## src/rtl/ifetch.sv

```systemverilog
// Instruction fetch stage around the pc register: drives the next PC, runs the
// imem req/ack handshake and holds fetched words in an output register with a one-entry skid.
module ifetch #(
  parameter int INST_ADDR_WIDTH = 16,
  parameter int INST_WIDTH      = 16,
  parameter int PC_INCR         = 2
) (
  input  logic                       clk,
  input  logic                       rst,
  input  logic [INST_ADDR_WIDTH-1:0] pc_out,
  output logic [INST_ADDR_WIDTH-1:0] pc_in,
  output logic                       imem_req,
  output logic [INST_ADDR_WIDTH-1:0] imem_addr,
  input  logic                       imem_ack,
  input  logic [INST_WIDTH-1:0]      imem_rdata,
  input  logic                       branch_valid,
  input  logic [INST_ADDR_WIDTH-1:0] branch_target,
  input  logic                       stall,
  output logic                       inst_valid,
  output logic [INST_WIDTH-1:0]      inst,
  output logic [INST_ADDR_WIDTH-1:0] inst_pc
);

  localparam logic [1:0] IDLE    = 2'd0;
  localparam logic [1:0] FETCH   = 2'd1;
  localparam logic [1:0] HOLD    = 2'd2;
  localparam logic [1:0] DISCARD = 2'd3;

  localparam logic [INST_ADDR_WIDTH-1:0] INCR = INST_ADDR_WIDTH'(PC_INCR);

  logic [1:0]                 state, state_nxt;
  logic [INST_WIDTH-1:0]      skid_inst;
  logic [INST_ADDR_WIDTH-1:0] skid_pc;

  logic consume, slot_free, fetch_ack, launch;
  logic load_mem, load_skid, fill_skid;

  assign consume   = inst_valid && !stall;
  assign slot_free = !inst_valid || consume;
  assign fetch_ack = (state == FETCH) && imem_ack;

  // A branch squashes whatever would otherwise move into the output register.
  assign load_mem  = fetch_ack && !branch_valid && slot_free;
  assign fill_skid = fetch_ack && !branch_valid && !slot_free;
  assign load_skid = (state == HOLD) && !branch_valid && slot_free;

  // pc loads every edge, so pc_in must equal pc_out whenever fetch is not advancing.
  // Any ack taken in FETCH (to output or skid) advances; HOLD then launches at pc_out.
  always_comb begin
    // NOTE: every combinational output gets a default first so no latch is inferred.
    pc_in = pc_out;
    if (branch_valid)   pc_in = branch_target;
    else if (fetch_ack) pc_in = pc_out + INCR;
  end

  always_comb begin
    state_nxt = state;
    launch    = 1'b0;
    case (state)
      IDLE: begin
        launch    = 1'b1;
        state_nxt = FETCH;
      end
      FETCH: begin
        if (branch_valid) begin
          // An outstanding request cannot be aborted; wait it out in DISCARD.
          if (imem_ack) launch = 1'b1;
          else          state_nxt = DISCARD;
        end else if (imem_ack) begin
          if (slot_free) launch = 1'b1;
          else           state_nxt = HOLD;
        end
      end
      HOLD: begin
        if (branch_valid || slot_free) begin
          launch    = 1'b1;
          state_nxt = FETCH;
        end
      end
      default: begin // DISCARD
        if (imem_ack) begin
          launch    = 1'b1;
          state_nxt = FETCH;
        end
      end
    endcase
  end

  always_ff @(posedge clk or negedge rst) begin
    if (!rst) begin
      state      <= IDLE;
      imem_req   <= 1'b0;
      imem_addr  <= '0;
      inst_valid <= 1'b0;
      inst       <= '0;
      inst_pc    <= '0;
      skid_inst  <= '0;
      skid_pc    <= '0;
    end else begin
      // NOTE: state registers use non-blocking assignments so every flop samples pre-edge values.
      state <= state_nxt;

      if (launch) begin
        imem_req  <= 1'b1;
        imem_addr <= pc_in;
      end else if (fill_skid) begin
        imem_req  <= 1'b0;
      end

      if (branch_valid) begin
        inst_valid <= 1'b0;
      end else if (load_mem) begin
        inst_valid <= 1'b1;
        inst       <= imem_rdata;
        inst_pc    <= imem_addr;
      end else if (load_skid) begin
        inst_valid <= 1'b1;
        inst       <= skid_inst;
        inst_pc    <= skid_pc;
      end else if (consume) begin
        inst_valid <= 1'b0;
      end

      // Skid is full exactly while in HOLD; the data regs need no separate valid bit.
      if (fill_skid) begin
        skid_inst <= imem_rdata;
        skid_pc   <= imem_addr;
      end
    end
  end

endmodule

```

## config.mk

```make
export PLATFORM = sky130hd
export DESIGN_NAME = ifetch
export DESIGN_NICKNAME = d
export VERILOG_FILES = /design/src/rtl/ifetch.sv
export SDC_FILE = /design/constraint.sdc
export NUM_CORES = 1
export LEC_CHECK = 0
export CELL_PAD_IN_SITES_DETAIL_PLACEMENT = 1
export CELL_PAD_IN_SITES_GLOBAL_PLACEMENT = 2
export CORE_MARGIN = 2
export CORE_UTILIZATION = 25
export DETAILED_ROUTE_END_ITERATION = 8
export GPL_ROUTABILITY_DRIVEN = 0
export PLACE_DENSITY_LB_ADDON = 0.1
export SETUP_SLACK_MARGIN = 0.3
export SLEW_MARGIN = 20
export SYNTH_ARGS = -nofsm -noshare
export SYNTH_HDL_FRONTEND = slang
export SYNTH_SLANG_ARGS = --single-unit
```

## constraint.sdc

```tcl
create_clock -name clk -period 2.8 [get_ports clk]
set_clock_uncertainty 0.05 [all_clocks]
set_input_delay 0.42 -clock clk [delete_from_list [all_inputs] [get_ports clk]]
set_output_delay 0.42 -clock clk [all_outputs]
set_load 0.05 [all_outputs]
```

# Yosys cells after proc, flatten, opt, wreduce, memory -nomap -nowiden
# Index checks and enable logic that the tools add are counted.
# word_totals
mem_bits_rw	0
latch_bits	0
regBits	84
wordCells	61
mem_bits_ro	0
n_memories	0
input_bits	53
# classes
n_addsub	1
mux	25
n_div	0
n_eq_ne	6
n_mul	0
n_reduce_logical	20
order_cmp	0
bitwise_logic	1
n_shift	0
# ops
op	count
$mux 16	6
$add 16x2->16 const B	1
$mux 2	6
$mux 1	11
$ne 3x3->1 const B	3
$reduce_bool 4->1	2
$logic_and 1x1->1	7
$pmux 2 s3	1
$reduce_and 5->1	1
$logic_not 1->1	4
$reduce_bool 2->1	2
$pmux 1 s3	1
$eq 2x1->1 const B	1
$eq 2x2->1 const B	1
$logic_not 2->1	1
$logic_or 1x1->1	2
$ne 2x1->1 const B	1
$reduce_and 2->1	1
$not 1->1	1

# Longest topological paths before layout
# logic_depth
ltp_word	8
ltp_mapped	8

# Least setup slack after synthesis
# Ideal clock, no wire load.
# synth_path
kind	in2out
from	in pc_out[1]
to	out pc_in[15]
arrival_time_ns	2.292
required_time_ns	2.330
setup_slack_ns	0.038
path_stages	5
path_buffers	0
path_cell_list	ha_1 -> nand2_1 -> or2_4 -> or4_1 -> a31oi_1
# synth_via
elab_chain_len	3
# synth_rtl
element	line	rtl
start, declared	10	input logic [INST_ADDR_WIDTH-1:0] pc_out,
$add 16x2->16	53	else if (fetch_ack) pc_in = pc_out + INCR;
$mux 16	53	
$mux 16	52	if (branch_valid) pc_in = branch_target;
end, declared	11	output logic [INST_ADDR_WIDTH-1:0] pc_in,
# No other way between the ends.

# Final worst setup path
# layout_path
from	reg state[1]
to	out pc_in[15]
# layout_via
elab_chain_len	4
# layout_rtl
element	line	rtl
start, declared	31	logic [1:0] state, state_nxt;
start signal, assigned	101	state <= state_nxt;
$eq 2x1->1	40	assign fetch_ack = (state == FETCH) && imem_ack;
$logic_and 1x1->1	40	
$mux 16	53	
$mux 16	52	
# No other way between the ends.

==> impl_results.html <==
<table>
<tr><th>Metric</th><th>Value</th></tr>
<tr><th colspan="2">Worst hold path</th></tr>
<tr><td>Worst Hold Class</td><td>in -&gt; async</td></tr>
<tr><th colspan="2">Worst setup path</th></tr>
<tr><td>Ordered cell list for the critical path</td><td>nand4b_4 -&gt; or2_4 -&gt; or4_4 -&gt; a31oi_4 -&gt; buf_6 -&gt; buf_12</td></tr>
<tr><td>CP peak stage delay</td><td>0.49 ns</td></tr>
<tr><td>Number of buffers and inverters on the critical path</td><td>2</td></tr>
<tr><td>CP Max Fanout</td><td>2</td></tr>
<tr><td>Crit Path Category</td><td>reg -&gt; out</td></tr>
<tr><td>Data arrival time of the critical path</td><td>2.13 ns</td></tr>
<tr><td>Kind of end point of the critical path</td><td>output port</td></tr>
<tr><td>Gate family responsible for the most delay along the worst path</td><td>simple AND/OR/NAND/NOR gates</td></tr>
<tr><td>Critical Path RT</td><td>about 2.3 ns</td></tr>
<tr><td>Startpoint type of the worst setup path</td><td>register</td></tr>
<tr><td>Critical-path cell with the highest stage delay</td><td>or4_4</td></tr>
<tr><th colspan="2">Final layout</th></tr>
<tr><td>Final Non-Filler Cells</td><td>704</td></tr>
<tr><td>Nets</td><td>between 500 and 600</td></tr>
<tr><td>Top library cells by usage in the layout, fill and taps aside</td><td>87 x clkdlybuf4s50_1, 82 x dfrtp_1, 50 x nand2_1</td></tr>
<tr><td>Layout Cell Area excl Fill</td><td>~6000 um2</td></tr>
<tr><td>Fill cell count</td><td>1,661</td></tr>
<tr><td>Share of cells above drive strength 1</td><td>between 20% and 30%</td></tr>
<tr><td>Commonest non-fill, non-tap cell in the layout</td><td>clkdlybuf4s50_1</td></tr>
<tr><td>Area Overhead vs Synth</td><td>56.8%</td></tr>
<tr><th colspan="2">Logic synthesis</th></tr>
<tr><td>Most common flop cell mapped by yosys</td><td>dfrtp_1</td></tr>
<tr><td>Synthesized netlist net count</td><td>401</td></tr>
<tr><td>Part of the Yosys area used for sequential elements</td><td>a little over half</td></tr>
<tr><td>Synthesized cell area</td><td>3930 um2</td></tr>
<tr><td>Synth Warn #</td><td>0</td></tr>
<tr><td>Post-synthesis sequential element count</td><td>84</td></tr>
<tr><td>Count of cell types in the netlist</td><td>35</td></tr>
<tr><td>Syn Inst Count</td><td>347</td></tr>
<tr><td>Post-synth EDFFs</td><td>0</td></tr>
<tr><td>Post-Synthesis Mean Instance Area</td><td>about 11 um2</td></tr>
<tr><td>Fraction of registers with async set or reset after synthesis</td><td>100%</td></tr>
<tr><th colspan="2">Power and ir drop</th></tr>
<tr><td>Internal cell power</td><td>2820 uW</td></tr>
<tr><td>Sw Share</td><td>36.1%</td></tr>
<tr><td>Sequential fraction of design power</td><td>37.2%</td></tr>
<tr><td>Leak pwr</td><td>between 0.002 and 0.003 uW</td></tr>
<tr><td>Max VDD drop</td><td>0.409 mV</td></tr>
<tr><td>Fraction of power consumed by combinational cells</td><td>between 30% and 40%</td></tr>
<tr><td>Pwr Total</td><td>between 4000 and 5000 uW</td></tr>
<tr><td>Fraction of power consumed by the clock network</td><td>between 20 and 30%</td></tr>
<tr><td>Switching Power</td><td>1590 uW</td></tr>
<tr><td>PwrDens</td><td>716 nW/um2</td></tr>
<tr><th colspan="2">Timing</th></tr>
<tr><td>Setup TNS</td><td>0 ns</td></tr>
<tr><td>Relative slew slack</td><td>60.5%</td></tr>
<tr><td>F_max</td><td>385 MHz</td></tr>
<tr><td>Setup repair after global routing missed its margin</td><td>yes</td></tr>
<tr><td>Slew at the pin closest to its max-slew limit</td><td>0.592 ns</td></tr>
<tr><td>Total count of hold-check failures in the final report</td><td>0</td></tr>
<tr><td>Max-slew violations</td><td>0</td></tr>
<tr><td>Post-route fraction of the period consumed by the critical path</td><td>between 90 and 100%</td></tr>
<tr><td>Final number of setup-violating endpoints</td><td>0</td></tr>
<tr><td>Final period demand of the worst path</td><td>~2.6 ns</td></tr>
<tr><td>Final worst slack</td><td>0.202 ns</td></tr>
<tr><th colspan="2">Drt</th></tr>
<tr><td>Met2 WL post-DR</td><td>roughly 5.5 mm</td></tr>
<tr><td>Post-route ant nets</td><td>0</td></tr>
<tr><td>Aggregate routed wire length</td><td>11.6 mm</td></tr>
<tr><td>DR WL/cell</td><td>16.5 um</td></tr>
<tr><td>Vias per cell</td><td>4.51</td></tr>
<tr><td>Number of vias in the routed layout</td><td>3,175</td></tr>
<tr><td>DRC violations left</td><td>0</td></tr>
<tr><td>Total routed wire length on the met1 layer</td><td>5.10 mm</td></tr>
<tr><td>Detailed-router iteration count before antenna repair</td><td>4</td></tr>
<tr><td>Top layer used by detailed routing</td><td>met4</td></tr>
<tr><td>Length of routed met3 wiring</td><td>slightly below 800 um</td></tr>
<tr><td>Initial DRC Count</td><td>84</td></tr>
<tr><th colspan="2">Die</th></tr>
<tr><td>Core area</td><td>15,300 um2</td></tr>
<tr><td>Initial Util</td><td>about 26%</td></tr>
<tr><td>X dimension of the die</td><td>129 um</td></tr>
<tr><td>FP Rows</td><td>45</td></tr>
<tr><td>Die area</td><td>between 15,000 and 20,000 um2</td></tr>
<tr><td>Top Ports</td><td>119</td></tr>
<tr><td>Die Ht</td><td>129 um</td></tr>
<tr><th colspan="2">Clocking</th></tr>
<tr><td>Clock tree from TritonCTS</td><td>yes</td></tr>
<tr><td>Root buffer cell</td><td>clkbuf_16</td></tr>
<tr><td>CTS HTree Levels</td><td>3</td></tr>
<tr><td>Num CTS Buffers</td><td>9</td></tr>
<tr><td>Maximum buffer depth of the clock tree</td><td>2</td></tr>
<tr><td>Insertion delay of the later-clocked pin in the worst-skew pair</td><td>0.35 ns</td></tr>
<tr><td>Clock edge transition at the registers on the reported setup and hold paths</td><td>0.07 ns</td></tr>
<tr><td>Clock sink count</td><td>84</td></tr>
<tr><td>Hold bufs inserted after CTS</td><td>0</td></tr>
<tr><th colspan="2">GRT</th></tr>
<tr><td>First-pass GRT wire length</td><td>19.2 mm</td></tr>
<tr><td>Vias in the first global route</td><td>3,495</td></tr>
<tr><td>Total overflow reported by the global router</td><td>0</td></tr>
<tr><td>Largest net degree at the start of global routing</td><td>65</td></tr>
<tr><td>Antenna violations before repair</td><td>1</td></tr>
<tr><td>Global Route Usage Sum</td><td>15.1%</td></tr>
<tr><th colspan="2">Placed design</th></tr>
<tr><td>PortBufs</td><td>118</td></tr>
<tr><td>Detailed placement HPWL</td><td>8.13 mm</td></tr>
<tr><td>Placed Cells incl. Taps</td><td>682</td></tr>
<tr><td>Setup slack at placement</td><td>-0.105 ns</td></tr>
<tr><td>Placed instance area</td><td>5700 um2</td></tr>
<tr><th colspan="2">Run</th></tr>
<tr><td>Number of maximum-capacitance violations</td><td>0</td></tr>
<tr><th colspan="2">Run status</th></tr>
<tr><td>Result of the run</td><td>finished, final reports clean</td></tr>
</table>
## repair_timing
item                       CTS  global route
gates resized for setup     35             8
buffers inserted             5             0
hold endpoints to repair     0             0
gates cloned                 0             0
setup endpoints to repair   14            11
pin swaps                   10             3
## area by class of cell
cell class                      count  area, um2  area share, %
Sequential cell                    84       2100           34.2
Multi-Input combinational cell    240       1870           30.4
Timing Repair Buffer              149       1600           26.0
Tap cell                          211        264           4.29
Clock buffer                       11        243           3.94
Clock inverter                      5       60.1          0.975
Inverter                            3       12.5          0.203
Antenna cell                        1       2.50         0.0406
## state kept, by name (all words and copies together) (netlist names)
| name | count |
|---|---|
| imem_addr | 16 |
| inst_pc | 16 |
| imem_req | 1 |
| inst_valid | 1 |
| skid_inst | 16 |
| state | 2 |
| inst | 16 |
| skid_pc | 16 |
## power by group through the flow
stage	Combinational, uW	Sequential, uW	Clock [uW]
floorplan	402	2150	0
global placement	1510	1650	0
detailed placement	1530	1670	0
CTS	1550	1640	1290
global route	1630	1680	1330
finish	1540	1640	1230
## stage by stage
stage | util (%) | hold WS, ns
2_1_floorplan | - | 0.0744
3_3_place_gp | 37.4 | 0.409
3_5_place_dp | 37.4 | 0.416
4_1_cts | 40.1 | 0.0384
5_1_grt | 40.4 | 0.0601
6_report | 40.4 | 0.0220
## routing by layer
metal | global-route usage [%] | vias up
met5 | 0 | -
met4 | 4.54 | 0
met3 | 5.66 | 15
met2 | 24.4 | 79
met1 | 18.8 | 1574
li1 | - | 1507
## synth_stat cells (2+ instances only)
| library cell | number | share of area [%] |
|---|---|---|
| nor2_1 | 9 | 0.86 |
| mux2_2 | 48 | 14 |
| a31oi_1 | 2 | 0.32 |
| nor4_1 | 4 | 0.64 |
| nand3_1 | 3 | 0.38 |
| inv_1 | 2 | 0.19 |
| o31ai_1 | 2 | 0.38 |
| nor3_1 | 5 | 0.64 |
| a22o_1 | 2 | 0.45 |
| nand3b_1 | 3 | 0.57 |
| dfrtp_1 | 84 | 54 |
| xor2_1 | 5 | 1.1 |
| xnor2_1 | 7 | 1.6 |
| o21ai_1 | 23 | 2.9 |
| o21ai_0 | 24 | 3.1 |
| nand2_1 | 51 | 4.9 |
| mux2i_1 | 35 | 8.9 |
| clkbuf_1 | 17 | 1.6 |
| nand4_1 | 5 | 0.80 |
## worst paths after layout
kind	from	end	slack, ns	depth (start not counted)
worst max-delay path	state[1]$_DFFE_PN0P_	pc_in[15]	0.20	6
worst min-delay path	rst	inst[8]$_DFFE_PN0P_	0.02	1
worst max register to register	state[1]$_DFFE_PN0P_	imem_addr[15]$_DFFE_PN0P_	0.82	7
worst min register to register	skid_pc[15]$_DFFE_PN0P_	skid_pc[15]$_DFFE_PN0P_	0.45	1
max in group asynchronous	rst	skid_inst[12]$_DFFE_PN0P_	2.01	2
min in group clk	skid_pc[15]$_DFFE_PN0P_	skid_pc[15]$_DFFE_PN0P_	0.45	1
## kinds of logic (layout without fill, tap and decap cells)
family / Yosys count / count (layout) / synth area share (%)
buf+inv: 23 / 168 / 2.33
simple gates: 88 / 88 / 10.7
flops: 84 / 84 / 53.5
compound gates: 55 / 55 / 7.52
mux: 84 / 84 / 23.0
other cells: 0 / 1 / 0
xor+xnor: 12 / 12 / 2.68
fa+ha+maj: 1 / 1 / 0.319
Note: power is estimated with default switching activity, not from simulation.
